File: config.mk
export PLATFORM = sky130hd
export DESIGN_NAME = quad_decoder
export DESIGN_NICKNAME = d
export VERILOG_FILES = /design/src/rtl/quad_pkg.sv /design/src/rtl/quad_debounce.sv /design/src/rtl/quad_decoder.sv
export SDC_FILE = /design/constraint.sdc
export NUM_CORES = 1
export LEC_CHECK = 0
export BUFFER_PORTS_ARGS = -buffer_cell sky130_fd_sc_hd__buf_2
export CELL_PAD_IN_SITES_DETAIL_PLACEMENT = 0
export CELL_PAD_IN_SITES_GLOBAL_PLACEMENT = 1
export CORE_AREA = 2 2 84 46
export CTS_BUF_LIST = sky130_fd_sc_hd__clkbuf_4 sky130_fd_sc_hd__clkbuf_8 sky130_fd_sc_hd__clkbuf_16
export DETAILED_ROUTE_END_ITERATION = 12
export DIE_AREA = 0 0 86 48
export PLACE_DENSITY_LB_ADDON = 0.1
export SYNTH_ARGS = -nofsm -noshare
export SYNTH_HDL_FRONTEND = slang
export SYNTH_HIERARCHICAL = 1
export SYNTH_SLANG_ARGS = --single-unit
File: constraint.sdc
create_clock -name clk -period 3.6 [get_ports clk]
set_clock_uncertainty 0.1 [all_clocks]
set_input_delay 0.36 -clock clk [delete_from_list [all_inputs] [get_ports clk]]
set_output_delay 0.36 -clock clk [all_outputs]
set_load 0.005 [all_outputs]
File: src/rtl/quad_pkg.sv
// Shared constants and transition classifier for the quadrature decoder.
// Phase pairs are written {A,B}; the up rotation is 00 -> 01 -> 11 -> 10 -> 00.
package quad_pkg;

  localparam logic [1:0] PH_00 = 2'b00;
  localparam logic [1:0] PH_01 = 2'b01;
  localparam logic [1:0] PH_11 = 2'b11;
  localparam logic [1:0] PH_10 = 2'b10;

  localparam int POS_W_DEFAULT = 8;

  localparam logic DIR_UP   = 1'b1;
  localparam logic DIR_DOWN = 1'b0;

  typedef enum logic [1:0] {
    MOVE_NONE,
    MOVE_UP,
    MOVE_DOWN,
    MOVE_ILLEGAL
  } move_t;

  function automatic move_t classify(input logic [1:0] prev, input logic [1:0] cur);
    move_t m;
    case ({prev, cur})
      {PH_00, PH_01}, {PH_01, PH_11}, {PH_11, PH_10}, {PH_10, PH_00}: m = MOVE_UP;
      {PH_00, PH_10}, {PH_10, PH_11}, {PH_11, PH_01}, {PH_01, PH_00}: m = MOVE_DOWN;
      default: m = (prev == cur) ? MOVE_NONE : MOVE_ILLEGAL;
    endcase
    return m;
  endfunction

endpackage

File: src/rtl/quad_debounce.sv
// One encoder phase: 2-flop synchroniser followed by a stability-count filter.
// The filtered output only moves after DEBOUNCE_CYCLES consecutive differing samples.
module quad_debounce
  import quad_pkg::*;
#(
  parameter int DEBOUNCE_CYCLES = 16
) (
  input  logic clk,
  input  logic rst,
  input  logic i_raw,
  output logic o_filt
);

  localparam int CNT_W = (DEBOUNCE_CYCLES > 1) ? $clog2(DEBOUNCE_CYCLES) : 1;
  localparam logic [CNT_W-1:0] CNT_LAST = CNT_W'(DEBOUNCE_CYCLES - 1);

  logic             r_sync1;
  logic             r_sync2;
  logic             r_filt;
  logic [CNT_W-1:0] r_cnt;

  always_ff @(posedge clk) begin
    if (rst) begin
      r_sync1 <= 1'b0;
      r_sync2 <= 1'b0;
      r_filt  <= 1'b0;
      r_cnt   <= '0;
    end else begin
      r_sync1 <= i_raw;
      r_sync2 <= r_sync1;
      // A sample matching the filtered value is a bounce back: restart the count.
      if (r_sync2 == r_filt) begin
        r_cnt <= '0;
      end else if (r_cnt == CNT_LAST) begin
        r_filt <= r_sync2;
        r_cnt  <= '0;
      end else begin
        r_cnt <= r_cnt + CNT_W'(1);
      end
    end
  end

  assign o_filt = r_filt;

endmodule

File: src/rtl/quad_decoder.sv
// Rotary encoder decoder: debounced A/B phases -> step strobe, direction, wrapping position.
// Define QUAD_DEC_ERR_EN to add the sticky illegal-transition flag 'err'.
module quad_decoder
  import quad_pkg::*;
#(
  parameter int DEBOUNCE_CYCLES = 16,
  parameter int POS_W           = POS_W_DEFAULT
) (
  input  logic             clk,
  input  logic             rst,
  input  logic             enc_a,
  input  logic             enc_b,
  output logic             step,
  output logic             up_down,
  output logic [POS_W-1:0] pos,
  output logic [7:0]       led
`ifdef QUAD_DEC_ERR_EN
  ,
  output logic             err
`endif
);

  logic [1:0]       w_raw;
  logic [1:0]       w_filt;
  move_t            w_move;
  logic [POS_W-1:0] w_pos_next;
  logic [7:0]       w_led_next;

  logic [1:0]       r_prev;
  logic             r_step;
  logic             r_up_down;
  logic [POS_W-1:0] r_pos;
  logic [7:0]       r_led;

  assign w_raw = {enc_a, enc_b};

  genvar gi;
  generate
    for (gi = 0; gi < 2; gi++) begin : g_phase
      quad_debounce #(
        .DEBOUNCE_CYCLES(DEBOUNCE_CYCLES)
      ) u_debounce (
        .clk   (clk),
        .rst   (rst),
        .i_raw (w_raw[gi]),
        .o_filt(w_filt[gi])
      );
    end
  endgenerate

  assign w_move = classify(r_prev, w_filt);

  always_comb begin
    w_pos_next = r_pos;
    case (w_move)
      MOVE_UP:   w_pos_next = r_pos + POS_W'(1);
      MOVE_DOWN: w_pos_next = r_pos - POS_W'(1);
      default:   w_pos_next = r_pos;
    endcase
  end

  generate
    if (POS_W >= 8) begin : g_led_trunc
      assign w_led_next = w_pos_next[7:0];
    end else begin : g_led_pad
      assign w_led_next = {{(8 - POS_W){1'b0}}, w_pos_next};
    end
  endgenerate

  // Previous pair always follows the filtered pair, so an illegal jump resynchronises.
  always_ff @(posedge clk) begin
    if (rst) begin
      r_prev    <= PH_00;
      r_step    <= 1'b0;
      r_up_down <= DIR_UP;
      r_pos     <= '0;
      r_led     <= '0;
    end else begin
      r_prev <= w_filt;
      r_step <= (w_move == MOVE_UP) || (w_move == MOVE_DOWN);
      if (w_move == MOVE_UP) begin
        r_up_down <= DIR_UP;
      end else if (w_move == MOVE_DOWN) begin
        r_up_down <= DIR_DOWN;
      end
      r_pos <= w_pos_next;
      r_led <= w_led_next;
    end
  end

`ifdef QUAD_DEC_ERR_EN
  logic r_err;

  always_ff @(posedge clk) begin
    if (rst) begin
      r_err <= 1'b0;
    end else if (w_move == MOVE_ILLEGAL) begin
      r_err <= 1'b1;
    end
  end

  assign err = r_err;
`endif

  assign step    = r_step;
  assign up_down = r_up_down;
  assign pos     = r_pos;
  assign led     = r_led;

endmodule

== Yosys cells after proc, flatten, opt, wreduce, memory -nomap -nowiden ==
Index checks and enable logic that the tools add are counted.
Cells by class
  bitwise operators: 2
  equal/unequal tests: 15
  muxes and demuxes: 3
  add/sub/neg operators: 4
  reduce and logical (&&, ||, !) cells: 9
Operator list (count)
  == test 4 bit, second input constant: 6
  case mux 8 bit (2 select lines): 1
  adder 4 x 1 -> 4 bit, second input constant: 2
  adder 8 x 1 -> 8 bit, second input constant: 1
  == test 4 x 3 -> 1 bit, second input constant: 2
  OR reduction 4 bit: 2
  subtractor 8 x 1 -> 8 bit, second input constant: 1
  OR reduction 3 bit: 2
  == test 4 x 1 -> 1 bit, second input constant: 1
  == test 4 x 2 -> 1 bit, second input constant: 1
  case mux 2 bit (2 select lines): 1
  AND reduction 2 bit: 2
  == test 1 bit: 2
  == test 2 x 1 -> 1 bit, second input constant: 1
  == test 2 bit: 1
  == test 2 bit, second input constant: 1
  two-way mux 2 bit: 1
  NOT 1 bit: 2
  nonzero test 2 bit: 1
  OR reduction 2 bit: 1
  logical OR 1 bit: 1
Storage, ports and cells
  bits of input ports: 4
  output and inout bits: 18
  register bits: 26

== Logic depth before layout (Yosys ltp) ==
Gate-level depths: netlist of the first run.
  word-level depth: 5
  mapped depth: 12
  gate-level depth less buffers: 12

== Hierarchy ==
Netlist of the first run, hierarchy kept.
By module, submodules not included
  quad_decoder: area an instance 868.3 sq um, instances 1, cells each 103
  quad_debounce: area an instance 251.5 sq um, instances 2, cells each 23

== Worst setup path after synthesis of the first run ==
Ideal clock, no wire load.
  kind: register -> register
  start point: reg g_phase[1].u_debounce.r_filt
  end point: reg r_led[7] (netlist: led[7])
  library setup time: 0.121 ns
  arrival time: 2.459 ns
  cell stages (with the launch flop): 11
  path buffers: 0
  required time: 3.379 ns
  setup slack: 0.920 ns
  cell sequence: dfxtp_1 -> mux2i_1 -> o21ai_0 -> inv_1 -> ha_1 -> ha_1 -> a211oi_1 -> nor3_1 -> nor4_1 -> a211o_1 -> mux2_4
Between the ends
  cells in the longest elaborated chain, start to end: 5
Ends and longest elaborated chain
  start: declaration: line quad_debounce.sv:19  | logic r_filt;
  start signal: assignment: line quad_debounce.sv:35  | r_filt <= r_sync2;
  == test 4 x 2 -> 1 bit (tied with other cells): line quad_pkg.sv:24  | case ({prev, cur})
  OR reduction 4 bit / two-way mux 2 bit (equally long branches): line quad_pkg.sv:24, quad_pkg.sv:27
  case mux 2 bit (2 select lines) (*): line quad_pkg.sv:24
  == test 2 bit / == test 2 x 1 -> 1 bit (equally long branches): line quad_decoder.sv:55  | case (w_move)
  case mux 8 bit (2 select lines) / nonzero test 2 bit (equally long branches)
  end signal: assignment: line quad_decoder.sv:87  | r_led <= w_led_next;
  end: declaration: line quad_decoder.sv:33  | logic [7:0] r_led;
Every way passes the cells marked *; elsewhere a longest branch is shown, timed or not.
A chain may end at the register's enable or synchronous reset.

== Final worst setup path of the first run ==
Same ends and word-level chain as after synthesis.

==> results.tsv, run 1 <==
stage	metric	value	unit
clock_network	CTS Buffer Depth	2	
layout	area of the multi-input gates	738	um2
global_routing	Overall Global Routing Usage	13.3	%
floorplan	Top Ports	22	
yosys	FF+latch count, synth	26	
clock_network	Hold Buf Count CTS	0	
clock_network	clk_lat worst skew	0.27	ns
place	GP Congestion	0.785	
clock_network	CTS resizes	0	
power	Power Total	0.000492	W
run_status	status	completed	
floorplan	num rows	15	
yosys	Post-Syn Area	0.00137	mm2
job	max-cap violation count	0	
yosys	synth top area cells	dfxtp_1, ha_1, nor2_1, buf_4, nor2b_1	
yosys	Synth Net Count	164	
layout	post-route design area	0.00151	mm2
floorplan	core area	0.00332	mm2
yosys	EDFF count, synth	0	
power	sw frac	20.3	%
yosys	Post-synth top cells	dfxtp_1, nor2_1, ha_1	
sta	Final min period	3.11	ns
place	PortBufs	21	
power	P_sw	0.000100	W
layout	final design utilization	45.5	%
layout	Filler Cells Inserted	334	
drt	Residual DRC	0	
yosys	post-synthesis cell type count	39	
yosys	post-synth top area cell	dfxtp_1	
yosys	Syn Area/Cell	9.20	um2
yosys	most numerous cell in the Yosys netlist	dfxtp_1	
drt	routed vias	979	
sta	Tcrit/Tclk final	86.3	%
yosys	post-synthesis sequential area ratio	38.0	%
sta	setup TNS	0	ns
power	Clock Power Share	38.6	%
critical_path	kind of critical path	reg2reg	
global_routing	largest net degree at the start of global routing	24	
power	PwrDens	325	mW/mm2
power	P_leak	0.652	nW
critical_path	CP endpoint kind	flip-flop	
power	Logic pwr share	2.1	%
layout	share of cells above drive strength 1	20.1	%
floorplan	Chip Width	86	um
power	sequential power share	59.2	%
drt	1st-iter DRT viols	40	
drt	total wire length	2.48	mm
clock_network	CTS tree	done	
place	hpwl dp	1.84	mm
sta	unrepaired setup endpoints after global routing	no	
global_routing	vias in the first global route	868	
drt	ANT nets after route	0	
place	Area after DPL	0.00146	mm2
global_routing	initial antenna violation count	0	
yosys	Yosys warnings	6	
drt	Pre-Repair DR Iteration Count	4	
critical_path	Arr. time, crit path	3.18	ns
power	maximum VDD drop	0.129	mV
yosys	ys flop type	dfxtp_1	
clock_network	Inserted Clock Buffers	3	
clock_network	root buf cell	clkbuf_8	
sta	Worst Max-Slew Pin Slew	0.418	ns
yosys	ys async rst share	0	%
sta	final setup fails	0	
clock_network	Post-CTS Setup Inserts	0	
layout	fin nets	180	
critical_path	Required @ worst endpoint	3.67	ns
critical_path	CP startpoint kind	flip-flop	
layout	Layout area overhead	10.3	%
sta	Slew Viols, Final	0	
floorplan	full die area	0.00413	mm2
drt	DR WL/cell	12.0	um
yosys	post-synth top area share	38.0	%
clock_network	Num Clock Sinks	26	
layout	ant diodes	0	
yosys	Mapped Cells	149	
hold_path	worst hold path type	in2reg	
drt	via-per-instance ratio	4.75	
sta	Final Hold Vio Count	0	
global_routing	first-pass GRT wire length	4.10	mm
layout	Storage cell area	520	um2
floorplan	Die H	48	um
critical_path	CP Max Fanout	9	
clock_network	CTS clk-pin slew, worst paths	0.09	ns
sta	Peak Freq	322	MHz
global_routing	remaining global-route overflow	0	
floorplan	starting density of the core	41.3	%
sta	Slew headroom	72.1	%
power	Internal	0.000392	W
clock_network	# H-tree levels	1	
[worst max-delay path, cell delays in order, from the launching register on]
cell and delay (ns):
dfxtp_1 0.45, mux2i_1 0.10, o21ai_0 0.26, inv_1 0.08, ha_1 0.35, ha_1 0.35, a211oi_1 0.38, nor3_1 0.14
nor4_1 0.34, a211o_1 0.16, mux2_4 0.29
[state kept, by name, indices dropped and copies added (netlist names)]
name,cells
g_phase.u_debounce/r_sync1,2
g_phase.u_debounce/o_filt,2
g_phase.u_debounce/r_cnt,8
led,8
step,1
r_prev,2
up_down,1
g_phase.u_debounce/r_sync2,2
[metrics by stage]
step,worst slack [ns],hold WS (ns),instances
after CTS,0.485,0.186,206
final,0.493,0.194,206
after detailed placement,0.509,0.324,202
after floorplan,0.920,0.314,149
after global routing,0.197,0.192,206
after global placement,0.737,0.328,202
[cells by family (layout without fill, tap and decap cells)]
kind of cell	Yosys count	count (layout)	share of synthesized area, %
AOI/OAI and AO/OA	23	23	11.9
xor gates and xnor gates	8	8	5.11
adders and majority gates	11	11	10.6
buffers and inverters	20	35	8.21
DFF	26	26	38.0
muxes	4	4	3.28
and+or+nand+nor	57	57	23.0
[layout by cell type, fill, tap and decap left out, types with 2 or more instances in the layout]
master    synthesis  layout
a211o_1           2       2
a211oi_1          2       2
a21oi_1           4       4
and3_4            2       2
buf_2             0      21
clkbuf_8          0       4
dfxtp_1          26      26
ha_1             10      10
inv_1             9       9
mux2i_1           3       3
nand2_1           7       7
nand2b_1          2       2
nand3_1           6       6
nor2_1           17      17
nor2b_1           8       8
nor3_1            4       4
nor4_1            2       2
nor4b_1           2       2
o21a_1            2       2
o21ai_0           4       4
o21bai_1          2       2
or3_4             2       2
xnor2_1           5       5
xor2_1            3       3
[per-layer routing]
metal,share of wire (%),routed length [um],global-route usage (%),up-vias
li1,-,-,-,540
met1,59,1450,19.9,425
met2,38,936,19.1,14
met3,3.5,87,4.14,0
met4,0,0,1.90,0
met5,0,0,0,-
[power groups by stage]
stage                     registers (W)  clock network [W]    logic, W
after floorplan                0.000298                  0  0.00000613
after global routing           0.000292           0.000209   0.0000120
after CTS                      0.000292           0.000200   0.0000110
final                          0.000291           0.000190   0.0000105
after detailed placement       0.000298                  0   0.0000109
after global placement         0.000298                  0   0.0000107
[final timing paths]
kind                                      start                             to  slack (ns)  cells past startpoint
setup reg to reg   g_phase[1].u_debounce/o_filt                         led[7]        0.49                     10
hold reg to reg   g_phase[1].u_debounce/r_sync1  g_phase[1].u_debounce/r_sync2        0.34                      1
hold / removal                            enc_a  g_phase[1].u_debounce/r_sync1        0.19                      2
setup / recovery   g_phase[1].u_debounce/o_filt                         led[7]        0.49                     10
[layout make-up]
type                            instances  share of cell area, %
Clock buffer                            4                   3.64
Inverter                                9                   2.23
Multi-Input combinational cell        103                   48.8
Sequential cell                        26                   34.4
Tap cell                               42                   3.47
Timing Repair Buffer                   22                   7.44
(Power assumes the default switching activity.)
==> inputs of run 2 (changes only) <==
--- a/config.mk
+++ b/config.mk
@@ -5,13 +5,14 @@
 export SDC_FILE = /design/constraint.sdc
 export NUM_CORES = 1
 export LEC_CHECK = 0
+export ABC_AREA = 1
 export BUFFER_PORTS_ARGS = -buffer_cell sky130_fd_sc_hd__buf_2
 export CELL_PAD_IN_SITES_DETAIL_PLACEMENT = 0
 export CELL_PAD_IN_SITES_GLOBAL_PLACEMENT = 1
-export CORE_AREA = 2 2 84 46
+export CORE_AREA = 2 2 89 48
 export CTS_BUF_LIST = sky130_fd_sc_hd__clkbuf_4 sky130_fd_sc_hd__clkbuf_8 sky130_fd_sc_hd__clkbuf_16
 export DETAILED_ROUTE_END_ITERATION = 12
-export DIE_AREA = 0 0 86 48
+export DIE_AREA = 0 0 91 50
 export PLACE_DENSITY_LB_ADDON = 0.1
 export SYNTH_ARGS = -nofsm -noshare
 export SYNTH_HDL_FRONTEND = slang
==> results.tsv, run 2 <==
stage	metric	value	unit	change
run_status	status	completed		unchanged
global_routing	initial antenna violation count	0		unchanged
yosys	Post-Synth Adder-Cell Area	10.0	%	was 10.6%
drt	1st-iter DRT viols	38		was 40
power	P_sw	0.0000916	W	was 0.000100 W
power	sequential power share	63.5	%	was 59.2%
drt	ANT nets after route	0		unchanged
clock_network	# H-tree levels	1		unchanged
place	PortBufs	21		unchanged
place	GP Congestion	0.861		was 0.785
global_routing	first-pass GRT wire length	4.78	mm	was 4.10 mm
clock_network	CTS resizes	0		unchanged
layout	ant diodes	0		unchanged
clock_network	Inserted Clock Buffers	3		unchanged
clock_network	CTS Buffer Depth	2		unchanged
floorplan	core area	0.00376	mm2	was 0.00332 mm2
floorplan	Chip Width	91	um	was 86 um
yosys	Yosys warnings	6		unchanged
layout	post-route design area	0.00159	mm2	was 0.00151 mm2
clock_network	CTS clk-pin slew, worst paths	0.08	ns	was 0.09 ns
sta	Slew headroom	71.2	%	was 72.1%
yosys	ys flop type	dfxtp_1		unchanged
yosys	ys async rst share	0	%	unchanged
layout	commonest non-fill, non-tap cell in the layout	nand2_1		was dfxtp_1
drt	total wire length	2.76	mm	was 2.48 mm
clock_network	clk_lat worst skew	0.26	ns	was 0.27 ns
clock_network	Post-CTS Setup Inserts	0		unchanged
critical_path	CP Max Fanout	8		was 9
yosys	Post-Syn Area	0.00145	mm2	was 0.00137 mm2
sta	final setup fails	0		unchanged
global_routing	GRT met1 Usage	20.5	%	was 19.9%
critical_path	Arr. time, crit path	2.77	ns	was 3.18 ns
floorplan	full die area	0.00455	mm2	was 0.00413 mm2
clock_network	Hold Buf Count CTS	0		unchanged
yosys	complex-gate fraction of the synthesized area	3.98	%	was 11.9%
drt	Pre-Repair DR Iteration Count	4		unchanged
yosys	Synth Net Count	212		was 164
yosys	post-synthesis cell type count	24		was 39
power	Logic pwr share	2.2	%	was 2.1%
yosys	synth top area cells	dfxtp_1, nand2_1, nor2_1, ha_1, inv_1		was dfxtp_1, ha_1, nor2_1, buf_4, nor2b_1
yosys	FF+latch count, synth	26		unchanged
sta	setup TNS	0	ns	unchanged
place	Area after DPL	0.00155	mm2	was 0.00146 mm2
place	Place WS	0.963	ns	was 0.509 ns
sta	Worst Max-Slew Pin Slew	0.431	ns	was 0.418 ns
power	P_leak	0.843	nW	was 0.652 nW
layout	Layout area overhead	10.0	%	was 10.3%
clock_network	root buf cell	clkbuf_8		unchanged
yosys	multiplexer share of the synthesized area	0	%	was 3.28%
sta	Peak Freq	377	MHz	was 322 MHz
drt	routed vias	1148		was 979
yosys	EDFF count, synth	0		unchanged
global_routing	grt met2 use	18.9	%	was 19.1%
critical_path	CP startpoint kind	flip-flop		unchanged
yosys	Mapped Cells	197		was 149
floorplan	Top Ports	22		unchanged
layout	most frequent cells in the layout	nand2_1, nor2_1, inv_1		was dfxtp_1, buf_2, nor2_1
yosys	Post-synth top cells	nand2_1, nor2_1, inv_1		was dfxtp_1, nor2_1, ha_1
critical_path	Required @ worst endpoint	3.72	ns	was 3.67 ns
sta	Tcrit/Tclk final	73.6	%	was 86.3%
power	Clock Power Share	34.4	%	was 38.6%
yosys	largest family of logic cells by synthesized area	simple AND/OR/NAND/NOR gates		unchanged
yosys	Syn Area/Cell	7.34	um2	was 9.20 um2
yosys	XOR/XNOR share of the synthesized area	4.85	%	was 5.11%
layout	share of cells above drive strength 1	16.6	%	was 20.1%
clock_network	Num Clock Sinks	26		unchanged
drt	Residual DRC	0		unchanged
clock_network	CTS tree	done		unchanged
hold_path	worst hold path type	in2reg		unchanged
sta	unrepaired setup endpoints after global routing	no		unchanged
yosys	most numerous cell in the Yosys netlist	nand2_1		was dfxtp_1
yosys	post-synthesis sequential area ratio	36.0	%	was 38.0%
power	Internal	0.000368	W	was 0.000392 W
drt	via-per-instance ratio	4.33		was 4.75
sta	Hold Worst Slack	0.195	ns	was 0.194 ns
job	max-cap violation count	0		unchanged
global_routing	remaining global-route overflow	0		unchanged
sta	Slew Viols, Final	0		unchanged
yosys	simple logic cell fraction of the synthesized area	31.5	%	was 23.0%
critical_path	kind of critical path	reg2reg		unchanged
yosys	post-synth top area share	36.0	%	was 38.0%
yosys	post-synth top area cell	dfxtp_1		unchanged
power	sw frac	19.9	%	was 20.3%
critical_path	CP endpoint kind	flip-flop		unchanged
power	Power Total	0.000460	W	was 0.000492 W
layout	fin nets	228		was 180
power	PwrDens	289	mW/mm2	was 325 mW/mm2
sta	Final Hold Vio Count	0		unchanged
global_routing	largest net degree at the start of global routing	17		was 24
global_routing	Overall Global Routing Usage	13.8	%	was 13.3%
global_routing	GRT Max-Usage Layer	met1		unchanged
power	maximum VDD drop	0.124	mV	was 0.129 mV
place	hpwl dp	2.23	mm	was 1.84 mm
global_routing	vias in the first global route	1001		was 868
global_routing	met3 usage	4.13	%	was 4.14%
drt	DR WL/cell	10.4	um	was 12.0 um
sta	setup ws final	0.949	ns	was 0.493 ns
sta	Final min period	2.65	ns	was 3.11 ns
floorplan	starting density of the core	38.4	%	was 41.3%
floorplan	Die H	50	um	was 48 um
floorplan	num rows	16		was 15
==> run 2: worst paths after layout <==
path / startpoint / endpoint / slack, ns / cells after the start
max reg2reg: g_phase[1].u_debounce/o_filt / led[4] / 0.95 / 15
min reg2reg: g_phase[1].u_debounce/r_sync1 / g_phase[1].u_debounce/r_sync2 / 0.31 / 2
max: g_phase[1].u_debounce/o_filt / led[4] / 0.95 / 15
min: enc_a / g_phase[1].u_debounce/r_sync1 / 0.20 / 3
==> run 2: metal layers <==
layer	routed length, um	vias to the layer above
met2	1040	26
met5	0	-
met3	169	2
met4	26	0
li1	-	623
met1	1530	497
==> run 2: power groups by stage <==
stage	Sequential [W]	Clock (W)	Combinational [W]
floorplan	0.000298	0	0.00000589
global placement	0.000298	0	0.00000975
detailed placement	0.000299	0	0.0000102
CTS	0.000292	0.000170	0.0000102
global route	0.000292	0.000183	0.0000117
finish	0.000292	0.000158	0.00000999
==> run 2: cell families after synthesis <==
| group | count (synthesis) |
|---|---|
| buffers and inverters | 44 |
| XOR/XNOR | 8 |
| flip-flops | 26 |
| adder cells (fa/ha/maj) | 11 |
| AND/OR/NAND/NOR | 97 |
| AO/OA/AOI/OAI | 11 |
==> run 2: final cells by class <==
type                       instances  area (um2)
clock buffer                       3        41.3
fill                             410        2170
inverter                          34         128
multi-input combinational        127         728
sequential                        26         520
tap                               54        67.6
timing repair buffer              21         105
==> run 2: metrics by stage <==
step / utilization (%) / cells
2_1_floorplan: - / 197
3_3_place_gp: 41.2 / 262
3_5_place_dp: 41.2 / 262
4_1_cts: 42.3 / 265
5_1_grt: 42.3 / 265
6_report: 42.3 / 265
==> run 2: critical path, stage by stage (launching register included) <==
cell and delay, ns:
dfxtp_1 0.44, xor2_1 0.16, inv_1 0.07, or2_1 0.21
nand2_2 0.07, ha_1 0.36, inv_1 0.13, fa_1 0.42
inv_1 0.07, nand2_1 0.04, nand2_1 0.07, nand2_1 0.06
or2_1 0.20, nand3_1 0.07, nand2_1 0.06, inv_1 0.04
==> inputs of run 3 (changes only) <==
--- a/config.mk
+++ b/config.mk
@@ -9,10 +9,10 @@
 export BUFFER_PORTS_ARGS = -buffer_cell sky130_fd_sc_hd__buf_2
 export CELL_PAD_IN_SITES_DETAIL_PLACEMENT = 0
 export CELL_PAD_IN_SITES_GLOBAL_PLACEMENT = 1
-export CORE_AREA = 2 2 89 48
+export CORE_AREA = 2 2 93 50
 export CTS_BUF_LIST = sky130_fd_sc_hd__clkbuf_4 sky130_fd_sc_hd__clkbuf_8 sky130_fd_sc_hd__clkbuf_16
 export DETAILED_ROUTE_END_ITERATION = 12
-export DIE_AREA = 0 0 91 50
+export DIE_AREA = 0 0 95 52
 export PLACE_DENSITY_LB_ADDON = 0.1
 export SYNTH_ARGS = -nofsm -noshare
 export SYNTH_HDL_FRONTEND = slang
==> constraint.sdc (replaced) <==
create_clock -name clk -period 2.2 [get_ports clk]
set_clock_uncertainty 0.1 [all_clocks]
set_input_delay 0.22 -clock clk [delete_from_list [all_inputs] [get_ports clk]]
set_output_delay 0.22 -clock clk [all_outputs]
set_load 0.005 [all_outputs]
==> results.tsv, run 3 (synthesis gave the netlist of run 2 again) <==
stage	metric	value	unit	change
run_status	status	finished with violations		was completed
run_status	failing checks	negative setup slack		
place	GP Congestion	0.786		was 0.861
clock_network	Num Clock Sinks	26		unchanged
drt	routed vias	1204		was 1,148
clock_network	CTS Buffer Depth	2		unchanged
layout	final design utilization	44.8	%	was 42.3%
layout	Storage cell area	526	um2	was 520 um2
layout	share of cells above drive strength 1	33.0	%	was 16.6%
global_routing	remaining global-route overflow	0		unchanged
sta	setup TNS	-0.0106	ns	was 0 ns
sta	Slew headroom	80.5	%	was 71.2%
drt	Pre-Repair DR Iteration Count	3		was 4
clock_network	Hold Buf Count CTS	0		unchanged
layout	Layout area overhead	29.9	%	was 10.0%
sta	final setup fails	2		was 0
power	PwrDens	474	mW/mm2	was 289 mW/mm2
layout	most frequent cells in the layout	nor2_1, nand2_1, inv_1		was nand2_1, nor2_1, inv_1
hold_path	hold endpoint	g_phase[1].u_debounce/r_sync1		unchanged
floorplan	Chip Width	95	um	was 91 um
clock_network	CTS tree	done		unchanged
layout	post-route design area	0.00188	mm2	was 0.00159 mm2
drt	total wire length	3.05	mm	was 2.76 mm
clock_network	Inserted Clock Buffers	3		unchanged
clock_network	CTS clk-pin slew, worst paths	0.09	ns	was 0.08 ns
place	hpwl dp	2.24	mm	was 2.23 mm
critical_path	CP most frequent cell	nand2_1		
drt	via-per-instance ratio	4.20		was 4.33
critical_path	kind of critical path	reg2reg		unchanged
place	PortBufs	21		unchanged
sta	Hold Worst Slack	0.0395	ns	was 0.195 ns
critical_path	CP startpoint kind	flip-flop		unchanged
hold_path	hold_sp	enc_a		unchanged
layout	Filler Cells Inserted	428		was 410
job	max-cap violation count	0		unchanged
sta	Worst Max-Slew Pin Slew	0.292	ns	was 0.431 ns
sta	Final Hold Vio Count	0		unchanged
critical_path	Arr. time, crit path	2.28	ns	was 2.77 ns
global_routing	initial antenna violation count	0		unchanged
critical_path	CP Max Fanout	5		was 8
drt	1st-iter DRT viols	31		was 38
floorplan	Top Ports	22		unchanged
clock_network	clk_lat worst skew	0.27	ns	was 0.26 ns
floorplan	starting density of the core	34.5	%	was 38.4%
drt	Residual DRC	0		unchanged
power	maximum VDD drop	0.265	mV	was 0.124 mV
place	Area after DPL	0.00166	mm2	was 0.00155 mm2
global_routing	vias in the first global route	1056		was 1,001
critical_path	Crit-path slowest cell	dfxtp_2		was dfxtp_1
critical_path	Required @ worst endpoint	2.27	ns	was 3.72 ns
sta	Peak Freq	453	MHz	was 377 MHz
hold_path	worst hold stages	3		unchanged
floorplan	Die H	52	um	was 50 um
drt	ANT nets after route	0		unchanged
critical_path	FF-to-FF End	led[5]		was led[4]
critical_path	Worst Path Buf+Inv	4		unchanged
critical_path	r2r setup slk	-0.005	ns	was 0.95 ns
critical_path	crit-path cells	buf_6 > xnor2_2 > nand2_1 > nand2_2 > inv_2 > ha_4 > buf_4 > buf_6 > ha_4 > nand2_1 > nand2_2 > nand3b_4 > nand3_1 > nand2_1 > nor2_1 > nor2_1		was xor2_1 > inv_1 > or2_1 > nand2_2 > ha_1 > inv_1 > fa_1 > inv_1 > nand2_1 > nand2_1 > nand2_1 > or2_1 > nand3_1 > nand2_1 > inv_1
clock_network	# H-tree levels	1		unchanged
power	P_leak	0.922	nW	was 0.843 nW
clock_network	root buf cell	clkbuf_8		unchanged
layout	ant diodes	0		unchanged
sta	unrepaired setup endpoints after global routing	yes		was no
layout	commonest non-fill, non-tap cell in the layout	nor2_1		was nand2_1
floorplan	num rows	17		was 16
critical_path	Reg2Reg Depth	16		was 15
global_routing	Overall Global Routing Usage	13.3	%	was 13.8%
drt	DR WL/cell	10.6	um	was 10.4 um
layout	area of the multi-input gates	830	um2	was 728 um2
sta	Tcrit/Tclk final	100	%	was 73.6%
critical_path	RR Startpoint	g_phase[1].u_debounce/o_filt		unchanged
critical_path	Crit path largest cell delay	0.34	ns	was 0.44 ns
hold_path	worst hold path type	in2reg		unchanged
global_routing	first-pass GRT wire length	4.93	mm	was 4.78 mm
floorplan	full die area	0.00494	mm2	was 0.00455 mm2
sta	Slew Viols, Final	0		unchanged
global_routing	largest net degree at the start of global routing	17		unchanged
critical_path	CP delay by family, top	simple AND/OR/NAND/NOR gates		unchanged
critical_path	CP endpoint kind	flip-flop		unchanged
sta	setup ws final	-0.00540	ns	was 0.949 ns
sta	Final min period	2.21	ns	was 2.65 ns
layout	fin nets	246		was 228
floorplan	core area	0.00419	mm2	was 0.00376 mm2
-- run 3: changes by cell type in the layout (fill, tap and decap cells not counted), sizes merged --
cell,change
bufinv,+1
buf,+17
inv,-1
clkinvlp,+2
-- run 3: layout make-up --
| class | instances | area share (%) |
|---|---|---|
| Clock buffer | 3 | 2.20 |
| Tap cell | 57 | 3.80 |
| Multi-Input combinational cell | 127 | 44.2 |
| Inverter | 34 | 7.00 |
| Timing Repair inverter | 1 | 0.400 |
| Timing Repair Buffer | 38 | 12.8 |
| Sequential cell | 26 | 28.0 |
| Clock inverter | 1 | 1.60 |
-- run 3: worst max-delay path by stage --
stage / endpoint / from / slack [ns] / cells past startpoint
2_1_floorplan: led[4] / g_phase[1].u_debounce/o_filt / 0.03 / 15
3_3_place_gp: led[4] / r_prev[0] / -0.03 / 15
3_5_place_dp: led[4] / r_prev[0] / -0.18 / 15
4_1_cts: led[4] / g_phase[1].u_debounce/o_filt / -0.04 / 15
5_1_grt: led[5] / g_phase[1].u_debounce/o_filt / -0.16 / 15
6_report: led[5] / g_phase[1].u_debounce/o_filt / -0.005 / 16
-- run 3: metal layers --
layer	wire length (um)	up-vias	share of wire [%]	GRT usage, %
met5	0	-	0	0
met4	31	0	1.0	5.07
li1	-	658	-	-
met3	104	4	3.4	3.48
met1	1640	523	54	17.7
met2	1270	19	42	20.9
-- run 3: worst register-to-register path: cells and delay by family (launching register included) --
| kind | cells | cell delay (ns) |
|---|---|---|
| buf+inv | 4 | 0.42 |
| flops | 1 | 0.34 |
| simple gates | 9 | 0.70 |
| fa+ha+maj | 2 | 0.42 |
| xor+xnor | 1 | 0.11 |
-- run 3: timing repair --
action | 4_1_cts | 5_1_grt
endpoints found under the setup margin | 4 | 7
setup buffers | 3 | 2
resized for setup | 10 | 15
hold endpoints to repair | 0 | 0
pin swaps | 5 | 12
cloned | 0 | 1
-- run 3: power by group --
group	total (W)	internal (W)	switching (W)	leakage [nW]
combinational	0.0000158	0.00000526	0.0000105	0.674
clock	0.000396	0.000244	0.000153	0.0357
sequential	0.000477	0.000475	0.00000257	0.212
total	0.000889	0.000723	0.000166	0.922
-- run 3: per-stage QoR --
step           total power (W)  cells  worst slack [ns]
2_1_floorplan         0.000497    197            0.0251
3_3_place_gp          0.000504    277           -0.0349
3_5_place_dp          0.000505    277            -0.175
4_1_cts               0.000905    284           -0.0430
5_1_grt               0.000927    287            -0.158
6_report              0.000889    287          -0.00540
